### src/rtl/spi_pkg.sv
// Shared definitions for the SPI slave stream block: FSM encoding,
// SPI mode constants and mode-decoding helpers.
package spi_pkg;

    typedef enum logic {
        IDLE   = 1'b0,
        ACTIVE = 1'b1
    } state_t;

    localparam logic [1:0] SPI_MODE0 = 2'b00;
    localparam logic [1:0] SPI_MODE1 = 2'b01;
    localparam logic [1:0] SPI_MODE2 = 2'b10;
    localparam logic [1:0] SPI_MODE3 = 2'b11;

    // mode is {CPOL,CPHA}; data is sampled on the rising edge when they match
    function automatic logic sample_on_rise(input logic [1:0] mode);
        return mode[1] == mode[0];
    endfunction

    function automatic logic cpha(input logic [1:0] mode);
        return mode[0];
    endfunction

endpackage

### src/rtl/spi_edge_sync.sv
// Multi-stage synchroniser for an asynchronous pin with single-cycle
// rise/fall pulses derived from the last two synchronised samples.
module spi_edge_sync #(
    parameter int unsigned SYNC_STAGES = 2,
    parameter logic        RESET_VAL   = 1'b0
) (
    input  logic clk,
    input  logic rst,
    input  logic d,
    output logic rise,
    output logic fall
);

    logic [SYNC_STAGES-1:0] sync_q;
    logic                   prev_q;

    always_ff @(posedge clk or posedge rst) begin
        if (rst) begin
            sync_q <= {SYNC_STAGES{RESET_VAL}};
            prev_q <= RESET_VAL;
        end else begin
            sync_q <= {sync_q[SYNC_STAGES-2:0], d};
            prev_q <= sync_q[SYNC_STAGES-1];
        end
    end

    assign rise = sync_q[SYNC_STAGES-1] & ~prev_q;
    assign fall = ~sync_q[SYNC_STAGES-1] & prev_q;

endmodule

### src/rtl/spi_slave_stream.sv
// Parametrised full-duplex SPI slave with oversampled sclk, multi-word frames,
// a one-word transmit holding register and frame start/end/abort markers.
module spi_slave_stream
    import spi_pkg::*;
#(
    parameter int unsigned DATA_W      = 8,
    parameter logic [1:0]  MODE        = SPI_MODE0,
    parameter bit          MSB_FIRST   = 1'b1,
    parameter int unsigned SYNC_STAGES = 2
) (
    input  logic              clk,
    input  logic              rst,
    input  logic              sclk,
    input  logic              cs_n,
    input  logic              mosi,
    output logic              miso,
    output logic              miso_oe,
    output logic [DATA_W-1:0] rx_data,
    output logic              rx_valid,
    input  logic [DATA_W-1:0] tx_data,
    input  logic              tx_valid,
    output logic              tx_ready,
    output logic              frame_start,
    output logic              frame_end,
    output logic              frame_abort,
    output logic              tx_underrun
);

    localparam logic        SAMPLE_RISE = sample_on_rise(MODE);
    localparam logic        CPHA        = cpha(MODE);
    localparam logic        CPOL        = MODE[1];
    localparam int unsigned CNT_W       = (DATA_W > 1) ? $clog2(DATA_W) : 1;
    localparam logic [CNT_W-1:0] LAST_BIT = CNT_W'(DATA_W - 1);

    state_t state, state_next;

    logic                   sclk_rise, sclk_fall, cs_rise, cs_fall;
    logic [SYNC_STAGES-1:0] mosi_sync;
    logic                   mosi_s;

    logic [CNT_W-1:0]  bit_cnt;
    logic [DATA_W-1:0] rx_sh, rx_next;
    logic [DATA_W-1:0] tx_sh, tx_shifted, load_word;
    logic [DATA_W-1:0] hold_data;
    logic              hold_full, load_pend;

    logic sample_edge, shift_edge, word_done, tx_accept, load_point, underrun_now;
    logic go_active, start_now, end_now, abort_now;

    spi_edge_sync #(
        .SYNC_STAGES (SYNC_STAGES),
        .RESET_VAL   (CPOL)
    ) u_sclk_sync (
        .clk  (clk),
        .rst  (rst),
        .d    (sclk),
        .rise (sclk_rise),
        .fall (sclk_fall)
    );

    spi_edge_sync #(
        .SYNC_STAGES (SYNC_STAGES),
        .RESET_VAL   (1'b1)
    ) u_cs_sync (
        .clk  (clk),
        .rst  (rst),
        .d    (cs_n),
        .rise (cs_rise),
        .fall (cs_fall)
    );

    // mosi sits at the same synchroniser depth as sclk, so the two stay aligned
    always_ff @(posedge clk or posedge rst) begin
        if (rst) begin
            mosi_sync <= '0;
        end else begin
            mosi_sync <= {mosi_sync[SYNC_STAGES-2:0], mosi};
        end
    end
    assign mosi_s = mosi_sync[SYNC_STAGES-1];

    always_ff @(posedge clk or posedge rst) begin
        if (rst) begin
            state <= IDLE;
        end else begin
            state <= state_next;
        end
    end

    always_comb begin
        state_next = state;
        go_active  = 1'b0;
        start_now  = 1'b0;
        end_now    = 1'b0;
        abort_now  = 1'b0;
        unique case (state)
            IDLE: begin
                if (cs_fall) begin
                    state_next = ACTIVE;
                    go_active  = 1'b1;
                    start_now  = 1'b1;
                end
            end
            ACTIVE: begin
                if (cs_rise) begin
                    state_next = IDLE;
                    end_now    = 1'b1;
                    // a word finishing on this very cycle is complete, not aborted
                    abort_now  = (bit_cnt != '0) && !word_done;
                end
            end
            default: state_next = IDLE;
        endcase
    end

    assign sample_edge = (state == ACTIVE) && (SAMPLE_RISE ? sclk_rise : sclk_fall);
    assign shift_edge  = (state == ACTIVE) && (SAMPLE_RISE ? sclk_fall : sclk_rise);
    assign word_done   = sample_edge && (bit_cnt == LAST_BIT);

    assign rx_next = MSB_FIRST ? {rx_sh[DATA_W-2:0], mosi_s} : {mosi_s, rx_sh[DATA_W-1:1]};
    assign tx_shifted = MSB_FIRST ? {tx_sh[DATA_W-2:0], 1'b0} : {1'b0, tx_sh[DATA_W-1:1]};

    assign tx_accept  = tx_valid && !hold_full;
    assign load_point = CPHA ? (shift_edge && (bit_cnt == '0))
                             : (go_active || (shift_edge && load_pend));
    // an accept coinciding with a load bypasses the holding register
    assign load_word    = hold_full ? hold_data : (tx_accept ? tx_data : '0);
    assign underrun_now = load_point && !hold_full && !tx_accept;

    always_ff @(posedge clk or posedge rst) begin
        if (rst) begin
            bit_cnt     <= '0;
            rx_sh       <= '0;
            rx_data     <= '0;
            rx_valid    <= 1'b0;
            tx_sh       <= '0;
            hold_data   <= '0;
            hold_full   <= 1'b0;
            load_pend   <= 1'b0;
            frame_start <= 1'b0;
            frame_end   <= 1'b0;
            frame_abort <= 1'b0;
            tx_underrun <= 1'b0;
        end else begin
            rx_valid    <= word_done;
            frame_start <= start_now;
            frame_end   <= end_now;
            frame_abort <= abort_now;
            tx_underrun <= underrun_now;

            if (state == IDLE) begin
                bit_cnt <= '0;
            end else if (sample_edge) begin
                bit_cnt <= (bit_cnt == LAST_BIT) ? '0 : bit_cnt + 1'b1;
            end

            if (sample_edge) begin
                rx_sh <= rx_next;
            end
            if (word_done) begin
                rx_data <= rx_next;
            end

            if (state == IDLE) begin
                load_pend <= 1'b0;
            end else if (word_done) begin
                load_pend <= !CPHA;
            end else if (load_point) begin
                load_pend <= 1'b0;
            end

            if (load_point) begin
                tx_sh <= load_word;
            end else if (state == IDLE) begin
                tx_sh <= '0;
            end else if (shift_edge) begin
                tx_sh <= tx_shifted;
            end

            if (load_point) begin
                hold_full <= 1'b0;
            end else if (tx_accept) begin
                hold_full <= 1'b1;
                hold_data <= tx_data;
            end
        end
    end

    assign tx_ready = !hold_full;
    assign miso_oe  = (state == ACTIVE);
    assign miso     = (state == ACTIVE) ? (MSB_FIRST ? tx_sh[DATA_W-1] : tx_sh[0]) : 1'b0;

endmodule

### config.mk
export PLATFORM = sky130hd
export DESIGN_NAME = spi_slave_stream
export DESIGN_NICKNAME = d
export VERILOG_FILES = /design/src/rtl/spi_pkg.sv /design/src/rtl/spi_edge_sync.sv /design/src/rtl/spi_slave_stream.sv
export SDC_FILE = /design/constraint.sdc
export NUM_CORES = 1
export LEC_CHECK = 0
export BUFFER_PORTS_ARGS = -buffer_cell sky130_fd_sc_hd__clkbuf_2
export CORE_UTILIZATION = 55
export CTS_CLUSTER_SIZE = 24
export DETAILED_ROUTE_END_ITERATION = 10
export GPL_TIMING_DRIVEN = 0
export PLACE_DENSITY = 0.82
export SETUP_SLACK_MARGIN = 0.1
export SYNTH_ARGS = -nofsm -noshare
export SYNTH_HDL_FRONTEND = slang
export SYNTH_SLANG_ARGS = --single-unit
### constraint.sdc
create_clock -name clk -period 2.2 [get_ports clk]
set_clock_uncertainty 0.2 [all_clocks]
set_input_delay 0.22 -clock clk [delete_from_list [all_inputs] [get_ports clk]]
set_output_delay 0.22 -clock clk [all_outputs]
set_load 0.005 [all_outputs]
Yosys cells after proc, flatten, opt, wreduce, memory -nomap -nowiden:

Index checks and enable logic that the tools add are counted.

* add/sub/neg operators: 1
* equality and inequality tests: 4
* mux-type cells: 22
* bitwise operators: 10
* reduce and logical (&&, ||, !) cells: 15

Operators by type and width (number)
* $mux W8: 5
* $mux W1: 13
* $mux W3: 3
* $logic_and A1 B1 Y1: 8
* $ne A3 B1 Y1 const B: 2
* $not A1 Y1: 6
* $and A1 B1 Y1: 4
* $add A3 B1 Y3 const B: 1
* $eq A3 B3 Y1 const B: 1
* $logic_not A1 Y1: 3
* $reduce_bool A3 Y1: 1
* $ne A2 B1 Y1 const B: 1
* $pmux W1 S2: 1
* $reduce_and A2 Y1: 1
* $reduce_bool A2 Y1: 1
* $logic_or A1 B1 Y1: 1

* register bits: 50
* input bits: 14
* output and inout port bits: 16

Longest topological paths before layout:

Gate-level depths: netlist of run 1.

* depth in word-level cells: 8
* gate-level depth with buffers: 5

By module:

A second synthesis of run 1 with hierarchy kept.

* cell total of the unflattened synthesis: 167
* area, all modules: 2117.0 µm²

By module, submodules not included
* spi_slave_stream: times used 1, cells each 155, area each 1925.6 µm², sequential area each 1101.1 µm²
* spi_edge_sync at u_cs_sync: times used 1, cells each 6, area each 97.6 µm², sequential area each 78.8 µm²
* spi_edge_sync at u_sclk_sync: times used 1, cells each 6, area each 93.8 µm², sequential area each 75.1 µm²

Least setup slack after synthesis of run 1:

Ideal clock, no wire load.

* path type: flip-flop to flip-flop
* start: reg state (netlist: miso_oe)
* end: reg hold_data[0]
* data arrival time: 1522 ps
* path slack: 353 ps
* stages on the path, launching flop included: 5
* period minus slack after synthesis: 1847 ps
* cell sequence: dfrtp_1 and4b_1 clkbuf_2 nor4b_4 mux2_2

* word-level cells in the longest chain between the ends: 5
* elaborated cells on any way between the ends: 6

RTL lines
* start, declared: RTL line spi_slave_stream.sv:35 `state_t state, state_next;`
* start signal, assigned: RTL line spi_slave_stream.sv:86 `state <= state_next;`
* $logic_and A1 B1 Y1: RTL line spi_slave_stream.sv:117 `assign shift_edge = (state == ACTIVE) && (SAMPLE_RISE ? sclk_fall : sclk_rise);`
* $logic_and A1 B1 Y1: RTL line spi_slave_stream.sv:125 `: (go_active || (shift_edge && load_pend));`
* $logic_or A1 B1 Y1 (*): RTL line spi_slave_stream.sv:125
* $not A1 Y1 (no source line) (*)
* $reduce_and A2 Y1 (no source line) (*)
* end signal, assigned: RTL line spi_slave_stream.sv:184 `hold_data <= tx_data;`
* end, declared: RTL line spi_slave_stream.sv:44 `logic [DATA_W-1:0] hold_data;`

Mark *: on every way between the ends. The rest lies on a longest branch, timed or not.
A chain may end at the register's enable or synchronous reset.

Final worst setup path of run 1:

* start: reg u_cs_sync.prev_q
* end: reg hold_data[6]

* word-level cells in the longest chain between the ends: 6

RTL lines
* start, declared: RTL line spi_edge_sync.sv:15 `logic prev_q;`
* start signal, assigned: RTL line spi_edge_sync.sv:23 `prev_q <= sync_q[SYNC_STAGES-1];`
* $and A1 B1 Y1: RTL line spi_edge_sync.sv:28 `assign fall = ~sync_q[SYNC_STAGES-1] & prev_q;`
* $mux W1: RTL line spi_slave_stream.sv:98 `if (cs_fall) begin`
* $mux W1: RTL line spi_slave_stream.sv:96 `unique case (state)`
* named net go_active: RTL line spi_slave_stream.sv:48 `logic go_active, start_now, end_now, abort_now;`
* $logic_or A1 B1 Y1: RTL line spi_slave_stream.sv:125
* $not A1 Y1 (no source line)
* $reduce_and A2 Y1 (no source line)

The timed path passes the listed nets, and every way through them passes these cells.

==> results of run 1 <==
## metrics by stage
stage,instances,setup slack [ns],hold slack (ns),total power [W]
after CTS,254,0.142,0.155,0.00213
after global placement,233,0.134,0.110,0.00144
final,256,0.226,0.153,0.00212
after global routing,256,0.130,0.162,0.00223
after floorplan,156,0.353,0.0245,0.00138
after detailed placement,234,0.167,0.0248,0.00148
## worst max path at each step
stage	from	endpoint	slack (ns)	depth (start not counted)
2_1_floorplan	miso_oe$_DFF_PP0_	hold_data[0]$_DFFE_PP0P_	0.35	4
3_3_place_gp	rst	tx_sh[5]$_DFFE_PP0P_	0.13	2
3_5_place_dp	miso_oe$_DFF_PP0_	hold_data[6]$_DFFE_PP0P_	0.17	4
4_1_cts	miso_oe$_DFF_PP0_	hold_data[6]$_DFFE_PP0P_	0.14	4
5_1_grt	u_cs_sync.prev_q$_DFF_PP1_	hold_data[4]$_DFFE_PP0P_	0.13	4
6_report	u_cs_sync.prev_q$_DFF_PP1_	hold_data[6]$_DFFE_PP0P_	0.23	4
## metal layers
metal | part of all wire, % | vias up | routed length, µm | global-route usage (%)
met1 | 45 | 675 | 1790 | 28.5
li1 | - | 657 | - | -
met4 | 2.5 | 0 | 97 | 9.66
met5 | 0 | - | 0 | 0
met3 | 4.2 | 11 | 165 | 5.89
met2 | 48 | 36 | 1890 | 36.3
## sequential cells by signal (all words and copies together) (netlist names), 2 cells and up
register and flops:
hold_data 8, rx_data 8, tx_sh 8, rx_sh 7, bit_cnt 3, mosi_sync 2, u_cs_sync.sync_q 2, u_sclk_sync.sync_q 2
## layout by cell type (no fill, tap or decap), types with 3 or more instances in the layout
| master | instances |
|---|---|
| a22oi_1 | 7 |
| a2bb2o_1 | 7 |
| a2bb2oi_1 | 7 |
| clkbuf_1 | 4 |
| clkbuf_2 | 32 |
| clkbuf_8 | 5 |
| dfrtp_1 | 47 |
| dfstp_2 | 3 |
| dlygate4sd3_1 | 12 |
| ha_1 | 3 |
| inv_1 | 5 |
| mux2_2 | 23 |
| mux2i_1 | 3 |
| nand2_1 | 9 |
| nand3b_1 | 7 |
| nor2b_1 | 6 |
## cells in the mapped netlist, types with 2 or more instances
cell type / count / area (µm²)
ha_1: 3 / 37.5
o21ai_0: 2 / 10.0
dfstp_2: 3 / 78.8
nand3b_1: 7 / 52.6
a2bb2o_1: 7 / 70.1
a22oi_1: 7 / 52.6
nand3_1: 2 / 10.0
nor2b_1: 6 / 37.5
mux2i_1: 3 / 30.0
nor2_1: 2 / 7.51
inv_1: 6 / 22.5
dfrtp_1: 47 / 1180
nand2b_1: 2 / 12.5
clkbuf_1: 5 / 18.8
and2_1: 2 / 12.5
a2bb2oi_1: 7 / 61.3
mux2_2: 23 / 259
nand2_1: 9 / 33.8
## worst max-delay path, cell delays in order, from the launching register on
cell and delay [ns]:
dfstp_2 0.55, nor3b_2 0.55, nor4b_4 0.11, buf_4 0.18
mux2_2 0.27
## logic make-up after synthesis
kind of cell / after synthesis
fa+ha+maj: 4
buf+inv: 14
simple gates: 37
compound gates: 25
mux: 26
flops: 50
## area by class of cell
type / count / area (µm²)
Sequential cell: 50 / 1250
Fill cell: 240 / 1080
Multi-Input combinational cell: 92 / 785
Timing Repair Buffer: 44 / 300
Clock buffer: 6 / 72.6
Tap cell: 48 / 60.1
Buffer: 8 / 42.5
Clock inverter: 2 / 38.8
Inverter: 6 / 22.5
## timing repair
action / CTS / global route
pin swaps: 0 / 1
setup buffers: 0 / 2
hold buffers: 12 / 0
endpoints found under the hold margin: 29 / 0
gates resized for setup: 1 / 2
setup endpoints to repair: 1 / 17
## power groups by stage
stage	combinational (W)	clock, W	sequential [W]
after CTS	0.000335	0.000647	0.00115
after floorplan	0.000240	0	0.00114
after global routing	0.000370	0.000683	0.00117
after global placement	0.000288	0	0.00115
after detailed placement	0.000313	0	0.00117
final	0.000337	0.000635	0.00115
==> metrics.csv, run 1 <==
metric,value,unit
main flop type after synthesis,dfrtp_1,
Clock power frac,29.9,%
Post-route DRC,0,
placer congestion estimate,0.789,
post-layout util,70.4,%
P&R area growth vs syn,22.6,%
internal power,0.00160,W
core box area,3660,µm²
pwr dens,823,nW/µm²
final setup TNS,0,ns
Diodes inserted,0,
Compound-Gate Fraction of Synth Area,9.88,%
mean post-synth cell area,13.5,µm²
fin crit share,89.7,%
worst hold start,u_sclk_sync.sync_q[0]$_DFF_PP0_,
Yosys reg bits,50,
status,finished clean,
first-pass GRT wire length,6800,µm
DR vias,1379,
post-synthesis mux area share,13.7,%
clock root buffer,clkbuf_8,
Clock Latency Late Sink,0.31,ns
dpl hpwl,2560,µm
# IOs,30,
Critical Path Source Type,register,
syn nets,173,
die area,4070,µm²
area post-placement,2330,µm²
unrepaired setup endpoints after global routing,no,
GRT Overall Usage,22.4,%
DIE HEIGHT,63.8,µm
largest net degree at the start of global routing,33,
critical path data required time,2.19,ns
total routed wirelength,3940,µm
antenna violations before repair,0,
min cycle time layout,1.97,ns
Final setup viols,0,
"Warnings, synthesis",0,
static leakage,1.24,nW
ys async rst share,100,%
CTS Sinks,50,
WP data arrival,1.97,ns
Worst Hold Depth,0,
Post-Synth Adder-Cell Area,2.26,%
drt first pass iters,4,
WL/cell,15.4,µm
Mapped Cells,156,
port buffer count,29,
Crit Path Max Fanout,10,
H-tree levels,2,
Worst-Margin Slew,0.649,ns
design area,2580,µm²
Fmax achieved,507,MHz
ratio of cells with drive above 1 in the final layout,35.6,%
Worst slew margin,56.5,%
gr ovfl total,0,
critical path type,reg -> reg,
Starting Density,57.4,%
Min-Delay Path Class,reg -> reg,
max-slew violation count,0,
Reg-to-Reg Start,u_cs_sync.prev_q$_DFF_PP1_,
Final ANT Viol Nets,0,
endpoint class of the critical path,register,
Final #Nets,224,
XOR/XNOR Fraction of Synth Area,0,%
1st-iter DRT viols,71,
r2r setup slk,0.23,ns
CTS tree,done,
Max IR drop VDD,0.436,mV
P_sw,0.000521,W
Die X,63.8,µm
"Hold Vio Cnt, Final",0,
clock slew at reported path FFs,0.09,ns
via count of the first global-routing pass,1436,
count of cell types in the netlist,31,
largest family of logic cells by synthesized area,multiplexers,
Worst R2R End,hold_data[6]$_DFFE_PP0P_,
Combinational Power Share,15.9,%
post-synthesis sequential area ratio,59.7,%
Hold EP,u_sclk_sync.sync_q[1]$_DFF_PP0_,
via-per-instance ratio,5.39,
Sw Ratio,24.6,%
CTS Buffer Depth,2,
number of synthesized flops with an enable pin,0,
Simple-Gate Fraction of Synth Area,11.4,%
Max Cap Viol,0,
FP Rows,22,
Flop pwr share,54.2,%
TritonCTS Buffers,5,
r2r worst-path depth,4,
mapped cell area,2100,µm²
No activity file was read; power rests on OpenSTA's default activity.
==> run 2, diff against run 1 <==
--- a/config.mk
+++ b/config.mk
@@ -5,6 +5,7 @@
 export SDC_FILE = /design/constraint.sdc
 export NUM_CORES = 1
 export LEC_CHECK = 0
+export ABC_AREA = 1
 export BUFFER_PORTS_ARGS = -buffer_cell sky130_fd_sc_hd__clkbuf_2
 export CORE_UTILIZATION = 55
 export CTS_CLUSTER_SIZE = 24
==> run 2 against run 1 <==
Cell count up 30%. Worst hold slack got worse by 0.14 ns. Register-to-register slack improved by 0.24 ns.
==> metrics.csv, run 2 <==
metric,value,unit,change
Hold EP,hold_data[2]$_DFFE_PP0P_,,was u_sclk_sync.sync_q[1]$_DFF_PP0_
TritonCTS Buffers,5,,unchanged
count of cell types in the netlist,23,,was 31
met3 wire length,168,µm,was 165 µm
"Largest delay share family, worst path",adder cells,,was simple AND/OR/NAND/NOR gates
Worst slew margin,61.4,%,was 56.5%
Critical Path Source Type,register,,unchanged
CP max-delay cell,dfrtp_1,,was dfstp_2
PostCTS Resize Cnt,0,,was 1
CTS tree,done,,unchanged
Yosys top cell area share,53.7,%,was 56.0%
final worst slack,0.463,ns,was 0.226 ns
post-synthesis sequential area ratio,57.2,%,was 59.7%
mapped cell area,2190,µm²,was 2100 µm²
antenna violations before repair,0,,unchanged
main flop type after synthesis,dfrtp_1,,unchanged
H-tree levels,2,,unchanged
r2r setup slk,0.46,ns,was 0.23 ns
cts hold-fix bufs,12,,unchanged
1st-iter DRT viols,97,,was 71
first-pass GRT wire length,7130,µm,was 6800 µm
Yosys reg bits,50,,unchanged
placer congestion estimate,0.796,,was 0.789
Die X,65.1,µm,was 63.8 µm
fin crit share,79.0,%,was 89.7%
port buffer count,28,,was 29
"Setup Fix Bufs, Post-CTS",0,,unchanged
Max IR drop VDD,0.687,mV,was 0.436 mV
Post-route DRC,0,,unchanged
"most common cell after layout, fill and taps aside",nand2_1,,was dfrtp_1
"Warnings, synthesis",0,,unchanged
Max Cap Viol,0,,unchanged
Top Registers,"hold_data (8), rx_data (8), tx_sh (8)",,unchanged
gr ovfl total,0,,unchanged
Worst-Margin Slew,0.572,ns,was 0.649 ns
ys async rst share,100,%,unchanged
crit path cell chain,ha_1 -> ha_1 -> nand4_2 -> buf_2 -> o21ai_0,,was nor3b_2 -> nor4b_4 -> buf_4 -> mux2_2
delay of the slowest critical-path stage,0.41,ns,was 0.55 ns
GRT Overall Usage,22.9,%,was 22.4%
critical path type,reg -> reg,,unchanged
DR vias,1628,,was 1379
crit path buf inv count,1,,unchanged
clock root buffer,clkbuf_8,,unchanged
WL/cell,12.2,µm,was 15.4 µm
number of synthesized flops with an enable pin,0,,unchanged
static leakage,1.41,nW,was 1.24 nW
via count of the first global-routing pass,1629,,was 1436
# IOs,30,,unchanged
syn nets,252,,was 173
largest net degree at the start of global routing,43,,was 33
unrepaired setup endpoints after global routing,no,,unchanged
most frequent cells in the layout,"nand2_1 (63), dfrtp_1 (47), inv_1 (33), clkbuf_2 (28), nand3_1 (16)",,"was dfrtp_1 (47), clkbuf_2 (32), mux2_2 (23), dlygate4sd3_1 (12), nand2_1 (9)"
Commonest cells post-synth,"nand2_1 (63), dfrtp_1 (47), inv_1 (34)",,"was dfrtp_1 (47), mux2_2 (23), nand2_1 (9)"
via-per-instance ratio,4.90,,was 5.39
min cycle time layout,1.74,ns,was 1.97 ns
met2 wire length,2010,µm,was 1890 µm
ratio of cells with drive above 1 in the final layout,26.8,%,was 35.6%
Crit Path Max Fanout,10,,unchanged
drt first pass iters,4,,unchanged
clock slew at reported path FFs,0.09,ns,about the same
final setup TNS,0,ns,unchanged
pwr dens,883,nW/µm²,was 823 nW/µm²
Diodes inserted,0,,unchanged
FP Rows,22,,unchanged
Final #Nets,300,,was 224
endpoint class of the critical path,register,,unchanged
die area,4240,µm²,was 4070 µm²
Fmax achieved,576,MHz,was 507 MHz
Synth area leaders,"dfrtp_1 (54%), nand2_1 (11%), inv_1 (5.8%)",,"was dfrtp_1 (56%), mux2_2 (12%), dfstp_2 (3.8%)"
Worst R2R End,load_pend$_DFFE_PP0P_,,was hold_data[6]$_DFFE_PP0P_
crit-path most repeated cell,ha_1,,
worst hold start,tx_data[2],,was u_sclk_sync.sync_q[0]$_DFF_PP0_
Mapped Cells,235,,was 156
CTS Sinks,50,,unchanged
dpl hpwl,2750,µm,was 2560 µm
Reg-to-Reg Start,bit_cnt[0]$_DFFE_PP0P_,,was u_cs_sync.prev_q$_DFF_PP1_
Worst Hold Depth,3,,was 0
P&R area growth vs syn,20.8,%,was 22.6%
mean post-synth cell area,9.33,µm²,was 13.5 µm²
max-slew violation count,0,,unchanged
Final ANT Viol Nets,0,,unchanged
Min-Delay Path Class,in -> reg,,was reg -> reg
wl on met1,1790,µm,about the same
Starting Density,58.6,%,was 57.4%
most common cell in the netlist,nand2_1,,was dfrtp_1
DIE HEIGHT,65.1,µm,was 63.8 µm
pre-CTS setup slack,0.479,ns,was 0.167 ns
r2r worst-path depth,5,,was 4
critical path data required time,2.18,ns,was 2.19 ns
core box area,3740,µm²,was 3660 µm²
CTS Buffer Depth,2,,unchanged
status,finished clean,,unchanged
WP data arrival,1.72,ns,was 1.97 ns
Final setup viols,0,,unchanged
"Hold Vio Cnt, Final",0,,unchanged
total routed wirelength,4040,µm,was 3940 µm
Clock Latency Late Sink,0.30,ns,was 0.31 ns
Synth area leader,dfrtp_1,,unchanged
Max Used Layer,met4,,unchanged
[run 2: changes by cell type after synthesis, moves of 8 or more]
cell	before	now
o21ai_0	2	13
nand2_1	9	63
nand3_1	2	16
o21ai_2	0	8
mux2_2	23	0
inv_1	6	34
[run 2: where the power goes]
group | total (W) | switching [W] | internal [W] | leakage, nW
registers | 0.00118 | 0.0000924 | 0.00109 | 0.642
clock network | 0.000644 | 0.000300 | 0.000344 | 0.0587
logic | 0.000514 | 0.000301 | 0.000213 | 0.708
[run 2: worst max-delay path by stage]
stage / from / slack, ns / cells after the start / to
4_1_cts: bit_cnt[0]$_DFFE_PP0P_ / 0.46 / 5 / load_pend$_DFFE_PP0P_
2_1_floorplan: rst / 0.58 / 1 / bit_cnt[0]$_DFFE_PP0P_
3_5_place_dp: bit_cnt[0]$_DFFE_PP0P_ / 0.48 / 5 / load_pend$_DFFE_PP0P_
5_1_grt: bit_cnt[0]$_DFFE_PP0P_ / 0.35 / 5 / load_pend$_DFFE_PP0P_
6_report: bit_cnt[0]$_DFFE_PP0P_ / 0.46 / 5 / load_pend$_DFFE_PP0P_
3_3_place_gp: rst / 0.009 / 2 / tx_sh[7]$_DFFE_PP0P_
[run 2: worst register-to-register path, delay by kind of cell (launching register included)]
kind            cells  cell delay (ns)
fa+ha+maj           2             0.41
flops               1             0.41
buf+inv             1             0.27
simple gates        1             0.21
compound gates      1             0.11
[run 2: per-layer routing]
metal,track usage [%],vias up
met4,8.15,0
met5,0,-
li1,-,830
met1,28.3,748
met2,38.7,39
met3,6.25,11
[run 2: area by class of cell]
type / count / area [µm²]
Sequential cell: 50 / 1250
Fill cell: 268 / 1090
Multi-Input combinational cell: 140 / 729
Timing Repair Buffer: 41 / 280
Inverter: 36 / 135
Buffer: 9 / 72.6
Clock buffer: 5 / 68.8
Tap cell: 48 / 60.1
Clock inverter: 3 / 47.5
[run 2: logic make-up after synthesis]
group / Yosys count / synth area share (%)
AOI/OAI and AO/OA: 38 / 11.1
adders and majority gates: 3 / 1.71
buffers and inverters: 45 / 9.47
DFF: 50 / 57.2
and+or+nand+nor: 99 / 20.4
[run 2: through the flow]
step	util, %	area, µm²	hold WS (ns)	power [W]	instances
after floorplan	-	2190	0.0245	0.00156	235
after global placement	63.9	2390	0.108	0.00165	311
after detailed placement	64.4	2410	-0.0740	0.00169	312
after CTS	70.8	2650	0.00695	0.00236	332
after global routing	70.8	2650	0.0407	0.00249	332
final	70.8	2650	0.0126	0.00234	332
